## config.mk

```make
export PLATFORM = sky130hd
export DESIGN_NAME = ldtu_link_sequencer
export DESIGN_NICKNAME = d
export VERILOG_FILES = /design/src/rtl/ldtu_seq_pkg.sv /design/src/rtl/ldtu_seq_timer.sv /design/src/rtl/ldtu_link_sequencer.sv
export SDC_FILE = /design/constraint.sdc
export NUM_CORES = 1
export LEC_CHECK = 0
export CAP_MARGIN = 5
export CORE_ASPECT_RATIO = 0.7
export CORE_MARGIN = 4
export CORE_UTILIZATION = 49
export DETAILED_ROUTE_END_ITERATION = 7
export GPL_TIMING_DRIVEN = 0
export PLACE_DENSITY = 0.94
export SLEW_MARGIN = 10
export SYNTH_ARGS = -nofsm -noshare
export SYNTH_HDL_FRONTEND = slang
export SYNTH_SLANG_ARGS = --single-unit
```

## constraint.sdc

```tcl
create_clock -name CLK -period 5.8 [get_ports CLK]
set_input_delay 0.58 -clock CLK [delete_from_list [all_inputs] [get_ports CLK]]
set_output_delay 0.58 -clock CLK [all_outputs]
set_load 0.005 [all_outputs]
```

## src/rtl/ldtu_seq_pkg.sv

```systemverilog
// Shared types and defaults for the LiTE-DTU link sequencer.
// State encodings, default parameters and the loss counter width.
package ldtu_seq_pkg;

    typedef enum logic [2:0] {
        ST_RESET = 3'd0,
        ST_HOLD  = 3'd1,
        ST_FLUSH = 3'd2,
        ST_SYNC  = 3'd3,
        ST_RUN   = 3'd4,
        ST_ERROR = 3'd5
    } seq_state_e;

    localparam int DEF_NBITS          = 32;
    localparam int DEF_FLUSH_CYCLES   = 8;
    localparam int DEF_SYNCH_WORDS    = 16;
    localparam int DEF_TIMEOUT_CYCLES = 1024;
    localparam int DEF_CNT_BITS       = 10;
    localparam int DEF_LOSS_THRESHOLD = 4;

    localparam int LOSS_W = 8;

endpackage

```

## src/rtl/ldtu_seq_timer.sv

```systemverilog
// Sequence counter shared by the flush, synch and lock-timeout phases.
// Clears synchronously and stops at all-ones instead of wrapping.
module ldtu_seq_timer
    import ldtu_seq_pkg::*;
#(
    parameter int FlushCycles   = DEF_FLUSH_CYCLES,
    parameter int SynchWords    = DEF_SYNCH_WORDS,
    parameter int TimeoutCycles = DEF_TIMEOUT_CYCLES,
    parameter int CntBits       = DEF_CNT_BITS
) (
    input  logic clk,
    input  logic rst,
    input  logic clr,
    output logic flush_done,
    output logic sync_min,
    output logic sync_timeout
);

    logic [CntBits-1:0] count;

    // Up-counter, cleared on every state entry, held at its maximum.
    always_ff @(posedge clk) begin
        if (rst || clr)
            count <= '0;
        else if (count != {CntBits{1'b1}})
            count <= count + 1'b1;
    end

    assign flush_done   = (count == CntBits'(FlushCycles - 1));
    assign sync_min     = (count >= CntBits'(SynchWords - 1));
    assign sync_timeout = (count == CntBits'(TimeoutCycles - 1));

endmodule

```

## src/rtl/ldtu_link_sequencer.sv

```systemverilog
// Bring-up / re-sync sequencer for the LiTE-DTU transmit datapath.
// Optional auto-flush on sustained data loss: LDTU_SEQ_AUTOFLUSH_EN.
module ldtu_link_sequencer
    import ldtu_seq_pkg::*;
#(
    parameter int Nbits_32      = DEF_NBITS,
    parameter int FlushCycles   = DEF_FLUSH_CYCLES,
    parameter int SynchWords    = DEF_SYNCH_WORDS,
    parameter int TimeoutCycles = DEF_TIMEOUT_CYCLES,
    parameter int CntBits       = DEF_CNT_BITS,
    parameter int LossThreshold = DEF_LOSS_THRESHOLD
) (
    input  logic                CLK,
    input  logic                RST,
    input  logic                calib_busy,
    input  logic                test_enable,
    input  logic                flush_req,
    input  logic                resync_req,
    input  logic                handshake,
    input  logic                losing_data,
    input  logic [Nbits_32-1:0] synch_pattern_cfg,
    output logic                dp_en,
    output logic                flush,
    output logic                synch,
    output logic [Nbits_32-1:0] synch_pattern,
    output logic                link_ready,
    output logic                timeout_err,
    output logic [LOSS_W-1:0]   loss_cnt,
    output logic [2:0]          seq_state
);

    seq_state_e state;
    seq_state_e state_n;
    logic       restart;
    logic       clr;
    logic       flush_done;
    logic       sync_min;
    logic       sync_timeout;
    logic       auto_flush;

    ldtu_seq_timer #(
        .FlushCycles  (FlushCycles),
        .SynchWords   (SynchWords),
        .TimeoutCycles(TimeoutCycles),
        .CntBits      (CntBits)
    ) u_timer (
        .clk         (CLK),
        .rst         (RST),
        .clr         (clr),
        .flush_done  (flush_done),
        .sync_min    (sync_min),
        .sync_timeout(sync_timeout)
    );

    // A same-state restart still needs a fresh count.
    assign clr       = (state_n != state) || restart;
    assign seq_state = state;

`ifdef LDTU_SEQ_AUTOFLUSH_EN
    logic [LOSS_W-1:0] loss_run;

    // Consecutive losing_data cycles while in RUN.
    always_ff @(posedge CLK) begin
        if (RST || state != ST_RUN || !losing_data)
            loss_run <= '0;
        else if (loss_run != {LOSS_W{1'b1}})
            loss_run <= loss_run + 1'b1;
    end

    assign auto_flush = (loss_run >= LOSS_W'(LossThreshold));
`else
    assign auto_flush = 1'b0 && (LossThreshold > 0);
`endif

    // Next-state selection; global requests take priority.
    always_comb begin
        state_n = state;
        restart = 1'b0;
        if (state == ST_RESET) begin
            state_n = ST_HOLD;
        end else if (calib_busy || test_enable) begin
            state_n = ST_HOLD;
        end else if (flush_req && state != ST_HOLD) begin
            state_n = ST_FLUSH;
            restart = 1'b1;
        end else if (auto_flush && state == ST_RUN) begin
            state_n = ST_FLUSH;
        end else if (resync_req &&
                     (state == ST_RUN || state == ST_ERROR)) begin
            state_n = ST_SYNC;
        end else if (resync_req && state == ST_SYNC) begin
            restart = 1'b1;
        end else begin
            case (state)
                ST_HOLD:  state_n = ST_FLUSH;
                ST_FLUSH: if (flush_done) state_n = ST_SYNC;
                ST_SYNC: begin
                    if (sync_min && handshake)
                        state_n = ST_RUN;
                    else if (sync_timeout)
                        state_n = ST_ERROR;
                end
                ST_RUN:   state_n = ST_RUN;
                ST_ERROR: state_n = ST_ERROR;
                default:  state_n = ST_RESET;
            endcase
        end
    end

    // State register plus registered output decode of the next state.
    always_ff @(posedge CLK) begin
        if (RST) begin
            state      <= ST_RESET;
            dp_en      <= 1'b0;
            flush      <= 1'b0;
            synch      <= 1'b0;
            link_ready <= 1'b0;
        end else begin
            state      <= state_n;
            dp_en      <= (state_n == ST_FLUSH) || (state_n == ST_SYNC) ||
                          (state_n == ST_RUN)   || (state_n == ST_ERROR);
            flush      <= (state_n == ST_FLUSH);
            synch      <= (state_n == ST_SYNC) || (state_n == ST_ERROR);
            link_ready <= (state_n == ST_RUN);
        end
    end

    // Pattern latch, sticky timeout flag and saturating loss count.
    always_ff @(posedge CLK) begin
        if (RST) begin
            synch_pattern <= '0;
            timeout_err   <= 1'b0;
            loss_cnt      <= '0;
        end else begin
            if (state_n == ST_SYNC && state != ST_SYNC)
                synch_pattern <= synch_pattern_cfg;
            if (state == ST_SYNC && state_n == ST_ERROR)
                timeout_err <= 1'b1;
            if (state_n == ST_FLUSH && state != ST_FLUSH)
                loss_cnt <= '0;
            else if (state == ST_RUN && losing_data &&
                     loss_cnt != {LOSS_W{1'b1}})
                loss_cnt <= loss_cnt + 1'b1;
        end
    end

endmodule
```

==> impl_results.md <==
* Run status: complete, no violations
* NetSw at 0.0001747 W
* DRC violations left at 0
* Main area contributors after synthesis: sky130_fd_sc_hd__dfxtp_1 45%, sky130_fd_sc_hd__mux2i_1 13%, sky130_fd_sc_hd__nor2_1 9.1%
* Post-route clock period utilization at 46.88%
* Number of diodes added for antenna fixing at 0
* Cell-internal power at 0.0006651 W
* Placeable core area at 4913 µm²
* I/O pin count at 88
* Hold WC Path Type: register to register
* Launching instance or port of the critical path: resync_req
* Main combinational cell family by area after synthesis: simple AND/OR/NAND/NOR gates
* Setup clock skew after layout at 0.005353 ns
* Met2 Usage GRT at 35.42%
* Number of flops mapped to enable cells by yosys at 0
* DRC violation total after the first TritonRoute iteration at 109
* Total global routing overflow at 0
* Critical path class: primary input to register
* Max frequency at 0.3678 GHz
* Distinct cell type count after synthesis at 49
* Average instance area after synthesis at 9.366 µm²
* Largest net degree at the start of global routing at 11
* Kind of start point of the critical path: primary input
* Power density over the cells at 225.9 nW/µm²
* All-Layer GR Usage at 21.77%
* Share of power burned in the clock network at 45.0%
* Worst Path Max Fanout at 10
* H-Tree Depth at 3
* Final Slew Violations at 0
* Synth warn at 0
* Total CTS buffers at 9
* Vias after detailed routing at 2370
* Y dimension of the die at 68.55 µm
* Antenna violations before repair at 0
* Time the worst path needs with I/O delays and setup at 2.719 ns
* Weighted congestion at the end of routability-driven global placement at 0.8892
* Share of the synthesized area in the top cell type at 45.25%
* WL/cell at 15.15 µm
* Unrepaired setup endpoints after global routing: no
* Global routing met1 resource utilization at 25.75%
* Final Core Density at 75.66%
* Instance count of the mapped netlist at 274
* Critical path data arrival time at 2.92 ns
* Start point of the worst hold path: timeout_err
* Compound-Gate Fraction of Synth Area at 12.24%
* Required arrival time at the worst endpoint at 6.00 ns
* Final Routed Wirelength at 6.727 mm
* Ys async rst share at 0%
* Resize count post-CTS at 0
* Instance area after placement at 3513 µm²
* ANT nets after route at 0
* Biggest area consumer among synthesized cells: sky130_fd_sc_hd__dfxtp_1
* Transition time of the tightest slew-check pin at 0.7338 ns
* Final Worst Setup Slack at 3.081 ns
* Leakage power total at 1.281 nW
* Final hold vios at 0
* Global Route met3 Usage at 9.544%
* Global-route wire length before repair at 10.76 mm
* Total Negative Setup Slacks at 0 ns
* Post-Synthesis Cell Area at 2566 µm²
* Most frequent cell after synthesis: sky130_fd_sc_hd__nor2_1
* Commonest cells in the netlist: 62 x sky130_fd_sc_hd__nor2_1, 58 x sky130_fd_sc_hd__dfxtp_1, 34 x sky130_fd_sc_hd__mux2i_1
* Count of max-cap constraint violations at 0
* Post-synthesis share of cell area spent on full adders, half adders and majority gates at 0.9751%
* Average via count per standard cell at 5.338
* Initial standard-cell utilization of the core at 52.23%
* Number of buffers inserted by hold repair at cts at 0
* Clock buffer depth at 2
* Worst max-slew margin expressed relative to the limit at 50.66%
* Share of total power consumed by net switching at 20.80%
* Post-synthesis to final-layout area growth at 44.86%
* Proportion of synthesized chip area in sequential cells at 45.25%
* Synthesized-area fraction occupied by xor and xnor cells at 3.413%
* Die Area at 6477 µm²
* Final setup violation count at 0
* Via count of the first global-routing pass at 2344
* Sequential group share of total power at 47.9%
* Source-to-sink clock delay at the later pin of the worst-skew pair at 0.33 ns
* Fraction of synthesized area in multiplexers at 13.26%
* Width of the die at 94.50 µm
* Reg2Reg Launch Point: u_timer.count[0]
* Endpoint type of the worst setup path: register
* Root buffer cell: sky130_fd_sc_hd__clkbuf_8
* Clock sinks at 58
* Gate power share at 7.1%
* Most used flip-flop cell after synthesis: sky130_fd_sc_hd__dfxtp_1
* Pre-CTS setup slack at 2.769 ns
* Number of setup buffers added after CTS at 0
* Peak supply drop at 0.1844 mV
* Final instance area at 3717 µm²
* Clock slew at the register clock pins of the worst setup and hold paths at 0.06 ns
* Cell Rows at 21
* Simple-gate area share of the yosys netlist at 21.50%
* Total Power at 0.0008398 W
* Port Buffers at 86
* Drt pass-1 iters at 4
* Mapped Nets at 316
* Final-stage net count at 413
* Share of layout cells above drive strength 1 at 8.267%
* Number of storage elements in the synthesis netlist at 58
* TritonCTS clock tree: done
* HPWL after DPL at 5.003 mm
* Busiest layer in global routing: met2
flip-flops by register name, indices dropped and copies added, names as in the netlist:
register,count
dp_en,1
flush,1
link_ready,1
loss_cnt,8
seq_state,3
synch,1
synch_pattern,32
timeout_err,1
u_timer.count,10
area by class of cell:
cell class | count | area, µm²
plain buffers | 13 | 75.07
well taps | 69 | 86.33
repair buffers | 86 | 860.8
inverters | 3 | 11.26
flip-flops and latches | 58 | 1161
multi-input cells | 200 | 1319
clock inverters | 2 | 35.03
fillers | 336 | 1196
clock buffers | 13 | 168.9
routing by layer:
metal	vias to the layer above	share of wire [%]
li1	1160	-
met1	1096	42
met2	101	47
met3	13	10
met4	0	1.4
met5	-	0
cell usage in the layout, fill, tap and decap left out, types with 5 or more instances in the layout:
cell type / Yosys / routed
sky130_fd_sc_hd__xnor2_1: 6 / 6
sky130_fd_sc_hd__clkbuf_1: 7 / 8
sky130_fd_sc_hd__clkdlybuf4s50_1: 0 / 86
sky130_fd_sc_hd__nor3_1: 13 / 13
sky130_fd_sc_hd__a21oi_1: 8 / 8
sky130_fd_sc_hd__nand3_1: 9 / 9
sky130_fd_sc_hd__mux2i_1: 34 / 34
sky130_fd_sc_hd__clkbuf_8: 0 / 12
sky130_fd_sc_hd__nor2_1: 62 / 62
sky130_fd_sc_hd__o21ai_0: 5 / 5
sky130_fd_sc_hd__nand2_1: 11 / 11
sky130_fd_sc_hd__nand4_1: 7 / 7
sky130_fd_sc_hd__dfxtp_1: 58 / 58
worst max-delay path: stages:
cell and delay (ns):
sky130_fd_sc_hd__clkdlybuf4s50_1 0.61, sky130_fd_sc_hd__inv_1 0.12, sky130_fd_sc_hd__o32a_1 0.38, sky130_fd_sc_hd__a2111oi_4 0.63, sky130_fd_sc_hd__buf_6 0.25, sky130_fd_sc_hd__mux2i_1 0.27, sky130_fd_sc_hd__nor2_1 0.07
cells by family (layout without fill, tap and decap cells):
group / after synthesis / after routing
and+or+nand+nor: 118 / 118
DFF: 58 / 58
AOI/OAI and AO/OA: 36 / 36
muxes: 34 / 34
buffers and inverters: 16 / 117
xor gates and xnor gates: 10 / 10
adders and majority gates: 2 / 2
power groups by stage:
stage          clock (W)  sequential [W]  combinational (W)
4_1_cts         0.000387        0.000402          0.0000595
3_5_place_dp           0        0.000411          0.0000590
3_3_place_gp           0        0.000411          0.0000575
2_1_floorplan          0        0.000411          0.0000226
6_report        0.000378        0.000402          0.0000593
5_1_grt         0.000406        0.000402          0.0000643
path summary, 6_finish.rpt:
kind | endpoint | slack (ns) | depth (start not counted)
worst max register to register | synch_pattern[17] | 3.29 | 7
worst min register to register | timeout_err | 0.48 | 2
worst min-delay path | timeout_err | 0.48 | 2
worst max-delay path | synch_pattern[17] | 3.08 | 7
metrics by stage:
step                      hold WS [ns]  instances
final                           0.4786        444
after global routing            0.5223        444
after CTS                       0.4835        444
after detailed placement        0.4585        429
after global placement          0.4625        429
after floorplan                 0.4491        274
(Power assumes the default switching activity.)
==> edit 1 (same settings) <==
Set the package constant `DEF_CNT_BITS` to 8 (it was 10).
--- a/src/rtl/ldtu_seq_pkg.sv
+++ b/src/rtl/ldtu_seq_pkg.sv
@@ -15,7 +15,7 @@
     localparam int DEF_FLUSH_CYCLES   = 8;
     localparam int DEF_SYNCH_WORDS    = 16;
     localparam int DEF_TIMEOUT_CYCLES = 1024;
-    localparam int DEF_CNT_BITS       = 10;
+    localparam int DEF_CNT_BITS       = 8;
     localparam int DEF_LOSS_THRESHOLD = 4;
 
     localparam int LOSS_W = 8;
Function: same outputs for any inputs over 10 cycles, from zero or initial values and one cycle with RST high; that may be too few to reach the edited logic, so the function may still have changed.
==> edit 1 against the unedited design <==
Synthesized cell count increased by 8.4%. Final cell count increased by 3.8%. First-iteration DRC count increased by 61%. Design area increased by 2.9%. Sequential cell count decreased by 2. Worst setup slack improved by 0.046 ns. Count of clock-buffer cells in the layout decreased by 8. Hold slack improved by 0.0030 ns. Wire length increased by 9.9%. Largest power group unchanged. Power decreased by 7.3%. Highest routed layer unchanged. Area after synthesis increased by 7.4%.
==> edit 1: results (changes against the unedited design) <==
Clock Path Buffers 2 (unchanged); Hold Slack 0.482 ns (+0.00304 ns); worst hold path type register to register; cts repair resizes 0 (unchanged); clk_skew 0.00875 ns (+0.00340 ns); post-CTS setup buffers 0 (unchanged); H-tree depth 2 (-1); worst r2r src u_timer.count[7]; IO Port Bufs 84 (-2.3%); vias in the first global route 2,497 (+6.5%); syn nets 339 (+7.3%); sequential area share after synthesis 40.7% (-4.6 points); clock slew at reported path FFs 0.10 ns (+0.04 ns); biggest regs synch_pattern x32, loss_cnt x8, u_timer.count x8; post-synth cell types 45 (-8.2%); initial drt markers 176 (+61%); ant diodes 0 (unchanged); first-pass GRT wire length 12,000 um (+12%); initial antenna violation count 0 (unchanged); R2R cell count 6 (-1); Worst-Margin Slew 0.604 ns (-0.130 ns); overall routing resource usage 21.2% (-0.62 points); Hold Path Origin synch_pattern[27]; Synth Warn # 0 (unchanged); hold path cells 2 (unchanged); leakage 1.30 nW (+1.1%); HPWL Detailed 5500 um (+9.9%); Post-synth top cells 71 x nand2b_1, 56 x dfxtp_1, 36 x mux2i_1; total CTS buffers 5 (-4); clk root buf clkbuf_8; Worst IR Drop VDD 0.126 mV (-32%); WL final 7390 um (+9.9%); Placer Congestion 0.863 (-3.0%); Post-synth ARST share 0% (unchanged); status finished, final reports clean; Via-to-Cell Ratio 5.38 (+0.86%); Post-Syn Area per Cell 9.28 um^2 (-0.95%); Final nets 430 (+4.1%); pin count of the biggest net entering global routing 19 (+8); worst hold path endpoint synch_pattern[27]; DR pass1 iterations 4 (unchanged); DR WL/cell 16.0 um (+5.8%); top cells by area, synth dfxtp_1 41%, nand2b_1 16%, mux2i_1 13%, nor3_1 3.5%, nor2_1 2.2%; DP Cell Count 453 (+5.6%); Arrival @ worst endpoint 2.92 ns (about the same); Synth Flop Type dfxtp_1; Crit Path Max Fanout 10 (unchanged); Clock Latency Late Sink 0.32 ns; FF-to-FF setup slack 3.48 ns (+0.19 ns); share of cells above drive strength 1 4.63% (-3.6 points); Worst R2R End synch_pattern[21]
edit 1: cell count changes after synthesis, moves of 3 or more:
cell | unedited run | this run
nand4_1 | 7 | 3
clkbuf_1 | 7 | 13
inv_1 | 3 | 0
nor2b_1 | 1 | 4
nand2_1 | 11 | 5
nor3_1 | 13 | 19
nor4_1 | 1 | 5
nor2_1 | 62 | 16
nand2b_1 | 1 | 71
xnor2_1 | 6 | 3
edit 1: metal layers:
metal  vias up  global-route usage, %  part of all wire (%)
met5         -                      0                     0
met4         0                   6.61                   2.0
met3        14                   4.83                   6.4
met2       106                   33.4                    45
met1      1140                   29.0                    46
li1       1222                      -                     -
edit 1: through the flow:
step	util, %	worst slack [ns]	instance area [um^2]
2_1_floorplan	-	3.51	2760
3_3_place_gp	69.0	2.87	3690
3_5_place_dp	69.0	2.82	3690
4_1_cts	71.6	3.14	3820
5_1_grt	71.6	3.05	3820
6_report	71.6	3.13	3820
edit 1: power breakdown:
group          leakage [nW]  switching (mW)  internal, mW
clock network        0.0687           0.135         0.174
registers             0.452         0.00200         0.387
logic                 0.775          0.0360        0.0450
edit 1: cells by family after synthesis:
family                     after synthesis  synth area share (%)
AOI/OAI and AO/OA                       32                  8.18
xor gates and xnor gates                 8                  2.54
adders and majority gates                2                 0.908
buffers and inverters                   20                  3.68
DFF                                     56                  40.7
muxes                                   37                  13.5
and+or+nand+nor                        142                  30.5
edit 1: area by class of cell:
class,count,area [um^2]
Clock buffer,5,68.8
Sequential cell,56,1120
Fill cell,412,1520
Tap cell,72,90.1
Timing Repair Buffer,84,841
Buffer,19,97.6
Multi-Input combinational cell,221,1530
Clock inverter,3,68.8
Inverter,1,3.75
edit 1: critical path: stages:
cell	delay (ns)
clkdlybuf4s50_1	0.44
or2_1	0.23
clkbuf_2	0.15
a21o_1	0.23
o22a_4	0.30
nor4b_4	0.51
buf_6	0.26
mux2i_1	0.22
edit 1: how the worst max path moves through the flow:
stage / start / slack, ns / cells past startpoint / endpoint
after floorplan: test_enable / 3.51 / 7 / synch_pattern[0]
after global placement: test_enable / 2.87 / 8 / synch_pattern[16]
after detailed placement: test_enable / 2.82 / 8 / synch_pattern[21]
after CTS: test_enable / 3.14 / 8 / synch_pattern[21]
after global routing: test_enable / 3.05 / 8 / synch_pattern[31]
final: test_enable / 3.13 / 8 / synch_pattern[21]
==> edit 2 (same settings) <==
Made on the original files. Put one more register stage on the output `synch_pattern`, with the module's reset. The value now appears one clock later. The other outputs are not delayed to match.
--- a/src/rtl/ldtu_link_sequencer.sv
+++ b/src/rtl/ldtu_link_sequencer.sv
@@ -28,6 +28,8 @@
     output logic [LOSS_W-1:0]   loss_cnt,
     output logic [2:0]          seq_state
 );
+
+    logic [Nbits_32-1:0] synch_pattern_s0;
 
     seq_state_e state;
     seq_state_e state_n;
@@ -128,12 +130,12 @@
     // Pattern latch, sticky timeout flag and saturating loss count.
     always_ff @(posedge CLK) begin
         if (RST) begin
-            synch_pattern <= '0;
+            synch_pattern_s0 <= '0;
             timeout_err   <= 1'b0;
             loss_cnt      <= '0;
         end else begin
             if (state_n == ST_SYNC && state != ST_SYNC)
-                synch_pattern <= synch_pattern_cfg;
+                synch_pattern_s0 <= synch_pattern_cfg;
             if (state == ST_SYNC && state_n == ST_ERROR)
                 timeout_err <= 1'b1;
             if (state_n == ST_FLUSH && state != ST_FLUSH)
@@ -144,4 +146,12 @@
         end
     end
 
+    always_ff @(posedge CLK) begin
+        if (RST) begin
+            synch_pattern <= '0;
+        end else begin
+            synch_pattern <= synch_pattern_s0;
+        end
+    end
+
 endmodule
Check against the original RTL: same outputs for any inputs over 10 cycles, from zero or initial values and one cycle with RST high; that may be too few to reach the edited logic, so the function may still have changed.
==> edit 2 against the unedited design <==
Critical path depth did not move. Area after synthesis rose by 37%. Clock skew rose by 0.0046 ns. Design area rose by 26%. Sequential cell count rose by 32. Worst setup slack improved by 0.094 ns. Global-route usage fell by 1.8 points. Wire length rose by 22%. Power rose by 32%.
==> edit 2: results (changes against the unedited design) <==
leakage 1.64 nW (+28%); XOR/XNOR Fraction of Synth Area 1.75% (-1.7 points); switching power 253 uW (+45%); M1 WL 3540 um (+26%); overall routing resource usage 20.0% (-1.8 points); Final nets 480 (+16%); Clock Latency Late Sink 0.36 ns (+0.03 ns); dominant kind of cell by area flip-flops and latches; first-pass GRT wire length 13,400 um (+24%); biggest regs synch_pattern x32, synch_pattern_s0 x32, u_timer.count x10; pin count of the biggest net entering global routing 17 (+6); FF-to-FF setup slack 3.18 ns (-0.11 ns); share of cells above drive strength 1 8.80% (+0.54 points); Die Wd 109 um (+15%); Hold Slack 0.463 ns (-0.0156 ns); DP Cell Count 521 (+21%); top cells by area, synth dfxtp_1 51%, mux2i_1 11%, nor2b_1 6.1%, nor2_1 4.4%, a211oi_1 1.7%; FMAX 381 MHz (+3.6%); Synth Instances 342 (+25%); Power Density 238 mW/mm^2 (+5.2%); Signal inverters 5 (+2); Worst IR Drop VDD 0.145 mV (-22%); Reg area 0.00180 mm^2 (+55%); Placer Congestion 0.913 (+2.7%); Arrival @ worst endpoint 2.82 ns (-0.10 ns); GRT met3 Usage 5.69% (-3.9 points); Clock Power 422 uW (+12%); IO Port Bufs 85 (-1.2%); Worst Setup EP u_timer.count[3]; critical path's slowest cell o41ai_2; Post-synth top cells 90 x dfxtp_1, 41 x nor2_1, 37 x mux2i_1; Worst-Margin Slew 0.979 ns (+0.246 ns); sequential area share after synthesis 51.4% (+6.2 points); M1 GR Usage 24.8% (-0.93 points); status finished, final reports clean; fraction of area in multi-input gates 33.7% (-1.7 points); final cell count without fillers 537 (+21%); Via Count 2,827 (+19%); clk tree area frac 4.28% (-1.2 points); met2 Use GR 32.4% (-3.0 points); initial drt markers 149 (+37%); Non-CTS buffers 105 (+6.1%); Post-DP Area 0.00447 mm^2 (+27%); slowest cell delay on critical path 0.80 ns (+0.17 ns); Synth Area in Compound Gates 10.2% (-2.0 points); worst hold path endpoint synch_pattern[28]; metal3 WL 560 um (-18%); HPWL Detailed 6020 um (+20%); post-place setup slack 2.86 ns (+0.0934 ns); sequential share of power 55.9% (+8.0 points); mux contribution to synthesized area 10.6% (-2.7 points)
edit 2: changes by cell type after synthesis, sizes merged, moves of 3 or more:
cell,before,now
a211oi,3,10
nor2b,1,34
buf,6,10
a21oi,8,11
o211ai,0,3
clkbuf,7,10
nor2,62,41
o211a,3,0
nor4,1,9
dfxtp,58,90
mux2i,34,37
nor3,14,7
xor2,4,1
edit 2: critical path: cells and delay by family (launching register included):
kind,cells,cell delay [ns]
AO/OA/AOI/OAI,2,1.12
adder cells (fa/ha/maj),1,0.27
buffers and inverters,1,0.17
flip-flops,1,0.40
AND/OR/NAND/NOR,3,0.50
edit 2: cells by family after synthesis:
| family | count (synthesis) |
|---|---|
| adders and majority gates | 2 |
| buffers and inverters | 25 |
| and+or+nand+nor | 137 |
| DFF | 90 |
| AOI/OAI and AO/OA | 44 |
| xor gates and xnor gates | 7 |
| muxes | 37 |
